## config.mk

```make
export PLATFORM = sky130hd
export DESIGN_NAME = uart_tx_framer
export DESIGN_NICKNAME = d
export VERILOG_FILES = /design/src/rtl/uart_tx_framer.sv
export SDC_FILE = /design/constraint.sdc
export NUM_CORES = 1
export LEC_CHECK = 0
export CORE_MARGIN = 8
export CORE_UTILIZATION = 60
export CTS_BUF_LIST = sky130_fd_sc_hd__clkbuf_16
export CTS_CLUSTER_SIZE = 12
export DETAILED_ROUTE_END_ITERATION = 8
export PLACE_DENSITY = 0.79
export RECOVER_POWER = 100
export SYNTH_ARGS = -nofsm -noshare
export SYNTH_HDL_FRONTEND = slang
export SYNTH_SLANG_ARGS = --single-unit
```

## constraint.sdc

```tcl
create_clock -name clock -period 3.73 [get_ports clock]
set_input_delay 0.746 -clock clock [delete_from_list [all_inputs] [get_ports clock]]
set_output_delay 0.746 -clock clock [all_outputs]
set_load 0.03 [all_outputs]
```

## src/rtl/uart_tx_framer.sv

```systemverilog
// Byte FIFO that collects host writes into packets and streams each committed packet to a UART transmitter.
// Latency: first byte is valid one edge after the edge that accepts the commit (pending, then IDLE->SEND).
// Backpressure: bytes pop only on tx_ready; writes into a full FIFO are dropped with an overflow pulse.
module uart_tx_framer #(
   parameter int DEPTH  = 16,
   parameter int ADDR_W = 4
) (
   input  logic              clock,
   input  logic              reset_n,
   input  logic [7:0]        wr_data,
   input  logic              wr_en,
   input  logic              wr_commit,
   input  logic              tx_ready,
   output logic [7:0]        tx_data_byte,
   output logic              tx_data_valid,
   output logic [9:0]        tx_no_bytes,
   output logic              full,
   output logic              busy,
   output logic              overflow,
   output logic              commit_err
);

   typedef enum logic {IDLE, SEND} state_t;

   localparam logic [ADDR_W:0]   CNT_FULL = (ADDR_W+1)'(DEPTH);
   localparam logic [ADDR_W:0]   CNT_ONE  = (ADDR_W+1)'(1);
   localparam logic [ADDR_W-1:0] PTR_ONE  = ADDR_W'(1);

   logic [7:0]        mem [DEPTH];
   logic [ADDR_W-1:0] wr_ptr;
   logic [ADDR_W-1:0] rd_ptr;
   logic [ADDR_W:0]   count;
   logic [9:0]        open_len;   // bytes written since the last accepted commit
   logic [9:0]        pkt_len;    // length of the committed packet waiting to start
   logic [9:0]        remaining;  // bytes still to pop in the current packet
   logic              pending;
   state_t            state;
   state_t            state_nxt;
   logic              push;
   logic              pop;
   logic              load;
   logic              commit_ok;
   logic              commit_rej;

   // Full comes from the occupancy count so a simultaneous push/pop never aliases.
   assign full          = (count == CNT_FULL);
   assign push          = wr_en & ~full;
   // A commit must close at least one byte, counting a byte written in the same cycle.
   assign commit_ok     = wr_commit & ~pending & ((open_len != 10'd0) | push);
   assign commit_rej    = wr_commit & pending;
   assign tx_data_valid = (state == SEND);
   assign tx_data_byte  = mem[rd_ptr];
   assign busy          = pending | (state == SEND);

   // Next-state decode: start a packet when one is pending, pop on each accepted byte.
   always_comb begin
      state_nxt = state;
      load      = 1'b0;
      pop       = 1'b0;
      case (state)
         IDLE: begin
            if (pending) begin
               load      = 1'b1;
               state_nxt = SEND;
            end
         end
         SEND: begin
            if (tx_ready) begin
               pop = 1'b1;
               if (remaining == 10'd1) begin
                  state_nxt = IDLE;
               end
            end
         end
         default: state_nxt = IDLE;
      endcase
   end

   // FSM state register.
   always_ff @(posedge clock or negedge reset_n) begin
      if (!reset_n) begin
         state <= IDLE;
      end else begin
         state <= state_nxt;
      end
   end

   // Storage array; contents need no reset because the read side only exposes written bytes.
   always_ff @(posedge clock) begin
      if (push) begin
         mem[wr_ptr] <= wr_data;
      end
   end

   // Circular pointers and occupancy count.
   always_ff @(posedge clock or negedge reset_n) begin
      if (!reset_n) begin
         wr_ptr <= '0;
         rd_ptr <= '0;
         count  <= '0;
      end else begin
         if (push) begin
            wr_ptr <= wr_ptr + PTR_ONE;
         end
         if (pop) begin
            rd_ptr <= rd_ptr + PTR_ONE;
         end
         case ({push, pop})
            2'b10:   count <= count + CNT_ONE;
            2'b01:   count <= count - CNT_ONE;
            default: count <= count;
         endcase
      end
   end

   // Packet bookkeeping: open/committed lengths, hand-off to the sender, error pulses.
   always_ff @(posedge clock or negedge reset_n) begin
      if (!reset_n) begin
         open_len    <= '0;
         pkt_len     <= '0;
         remaining   <= '0;
         pending     <= 1'b0;
         tx_no_bytes <= '0;
         overflow    <= 1'b0;
         commit_err  <= 1'b0;
      end else begin
         overflow   <= wr_en & full;
         commit_err <= commit_rej;
         if (commit_ok) begin
            open_len <= '0;
            pkt_len  <= open_len + {9'd0, push};
            pending  <= 1'b1;
         end else if (push) begin
            open_len <= open_len + 10'd1;
         end
         // load needs pending=1 and commit_ok needs pending=0, so these never collide.
         if (load) begin
            pending     <= 1'b0;
            tx_no_bytes <= pkt_len;
            remaining   <= pkt_len;
         end else if (pop) begin
            remaining <= remaining - 10'd1;
         end
      end
   end

endmodule
```

==> impl_metrics.yaml <==
clock_network:
  hold_buffers: 0
  cts_tree: "done"
  cts_buffer_depth: 2
  numClockSinks: 185
  path_clk_slew_ns: 0.06
  clk_latency_ns: 0.43
  cts-root-buf: "clkbuf_16"
  cts_buffers: 17
  cts_setup_buffers: 0
  htree_levels: 4
synth:
  syn-cell-area_mm2: 0.00782
  synth_area_leaders: "edfxtp_1 49%, dfrtp_1 18%, mux4_2 12%"
  yosysUniqueCellTypes: 49
  ys_warn_count: 0
  ys_ff_latch: 185
  syn_area_per_cell_um2: 16.3
  yosysSeqAreaShare_pct: 67.4
  syn_inst: 481
  synth_fp_nets: 509
  synth_top_area_share_pct: 49.1
  yosysTopAreaCell: "edfxtp_1"
global_routing:
  grt.total_usage_pct: 21.3
  grt_pass1_vias: 4509
  grt_pass1_wl_um: 25900
  grt_max_degree: 36
  overflow: 0
  antenna_found_initial: 1
detailed_routing:
  final_antenna_net_count: 0
  via_count: 4405
  post_drt_via_cell_ratio: 6.14
  wire_per_inst_um: 23.9
  drt_wl_total_um: 17200
  drt_first_pass_iters: 5
  drt_iter0_drc: 445
  drc: 0
pwr:
  combPwrFrac_pct: 31.1
  ir_drop_v: 0.000411
  pwr-share-clk_pct: 25.4
  p_sw_w: 0.00220
  intPower_w: 0.00454
  power.density_mw_per_mm2: 757
  p_leak_nw: 3.26
  p_sw_share_pct: 32.6
  seqPwrFrac_pct: 43.4
critical_path:
  critPathMaxFanout: 14
  crit_path_end_kind: "output pin"
  cp-start-kind: "flip-flop"
  critical_path_required_ns: 2.98
  cp_data_arrival_time_ns: 2.90
  path_class: "flip-flop to output pin"
cells_and_area:
  nNetsFinal: 560
  drive_above_1_share_pct: 17.1
  fillCellCount: 805
  n_antenna_cell: 0
  syn_to_final_growth_pct: 13.9
  multiInputGateArea_mm2: 0.00236
  post-route-util_pct: 70.3
  final_common_cell: "edfxtp_1"
  seqCellArea_mm2: 0.00527
  most-common-layout-cells: "128 x edfxtp_1, 56 x dfrtp_1, 51 x nand2_1, 40 x mux4_2, 27 x dlygate4sd3_1"
timing:
  finClkSkew_ns: 0.00753
  tightest_slew_ns: 2.22
  relSlewSlack_pct: -48.9
  hold_viol_final: 0
  final_max_slew_viol_count: 48
  fmax_mhz: 274
  rsz0062_at_grt: "false"
  setup_tns_ns: 0
  finalSetupViolCount: 0
  post-route-period-util_pct: 97.7
  finalCriticalPeriod_ns: 3.65
die:
  die_x_um: 130
  coreArea_mm2: 0.0127
  start_util_pct: 61.7
  std_cell_rows: 41
  dieHeight_um: 130
  io_pins: 36
  dieArea_mm2: 0.0169
placement:
  io_buffers: 35
  dpl.hpwl_um: 10000
  gp_congestion: 0.754
run_status:
  violations: "max-capacitance violations, max-slew violations"
  status: "finished, violations left"
hold_path:
  hp-class: "flip-flop to flip-flop"
flow_run:
  drv_cap: 2
Yosys cell counts, drive strengths merged:
cell type and instances:
edfxtp 128, dfrtp 57, nand2 51, mux4 40
nor2 26, ha 15, xnor2 15, clkbuf 13
buf 12, nor3 12, inv 11, mux2 11
nand3 10, xor2 10, a21oi 9, o211ai 9
o21ai 8, o311ai 5, nand2b 4, nand4 4
a211oi 3, or3 3, or4b 3, a311oi 2
and2 2, nor2b 2, nor3b 2, o31ai 2
or2 2, or4 2, a21o 1, a22oi 1
a31o 1, and3b 1, nor4 1, o21a 1
o31a 1, o41ai 1
critical path, stage by stage (launching register included):
cell             delay (ns)
dfrtp_4                0.59
buf_12                 0.22
mux4_2                 0.57
mux4_2                 0.47
clkdlybuf4s50_1        0.61
metal layers:
metal,vias to the layer above,global-route usage (%),part of all wire (%)
li1,1941,-,-
met1,2223,26.9,40
met2,191,34.2,49
met3,48,5.22,7.5
met4,2,10.4,3.5
met5,-,0,0.076
area by class of cell:
cell class | count | area share, %
flip-flops and latches | 185 | 59.2
clock buffers | 17 | 4.78
well taps | 172 | 2.42
clock inverters | 15 | 1.53
repair buffers | 57 | 5.14
inverters | 11 | 0.463
multi-input cells | 260 | 26.5
registers in the layout, indices dropped and copies added (netlist names):
register,cells
pkt_len,10
count,5
open_len,10
commit_err,1
pending,1
rd_ptr,4
overflow,1
tx_data_valid,1
mem,128
wr_ptr,4
remaining,10
tx_no_bytes,10
stage by stage:
step | hold slack (ns) | cell area, um^2 | cells | total power [W] | worst slack, ns
after floorplan | 0.449 | 7820 | 481 | 0.00439 | 0.916
final | 0.473 | 8910 | 717 | 0.00674 | 0.0844
after global routing | 0.509 | 8910 | 717 | 0.00702 | 0.0213
after global placement | 0.464 | 8430 | 685 | 0.00496 | 0.451
after detailed placement | 0.467 | 8430 | 685 | 0.00506 | 0.352
after CTS | 0.393 | 8990 | 717 | 0.00681 | 0.0207
power by group through the flow:
stage,sequential (W),clock (W),combinational [W]
floorplan,0.00278,0,0.00161
global placement,0.00292,0,0.00203
detailed placement,0.00294,0,0.00212
CTS,0.00292,0.00173,0.00215
global route,0.00297,0.00180,0.00225
finish,0.00293,0.00172,0.00210
worst paths after layout:
check	startpoint	to	slack (ns)	cells after the start
min in group asynchronous	reset_n	tx_no_bytes[5]	0.77	1
worst max-delay path	rd_ptr[0]	tx_data_byte[6]	0.08	4
worst min register to register	tx_no_bytes[6]	tx_no_bytes[6]	0.47	2
worst max register to register	open_len[1]	open_len[3]	0.36	7
worst min-delay path	tx_no_bytes[6]	tx_no_bytes[6]	0.47	2
max in group asynchronous	reset_n	open_len[1]	0.99	2
cells by family (layout without fill, tap and decap cells):
logic type,after synthesis,count (layout),share of synthesized area (%)
muxes,51,51,13.5
buffers and inverters,36,100,2.22
adders and majority gates,15,15,2.40
and+or+nand+nor,125,125,7.52
AOI/OAI and AO/OA,44,44,4.22
DFF,185,185,67.4
xor gates and xnor gates,25,25,2.80
what timing repair did:
| action | in CTS | in global routing |
|---|---|---|
| endpoints found under the setup margin | 3 | 2 |
| pin swaps | 0 | 0 |
| resized for setup | 2 | 1 |
(Power assumes the default switching activity.)
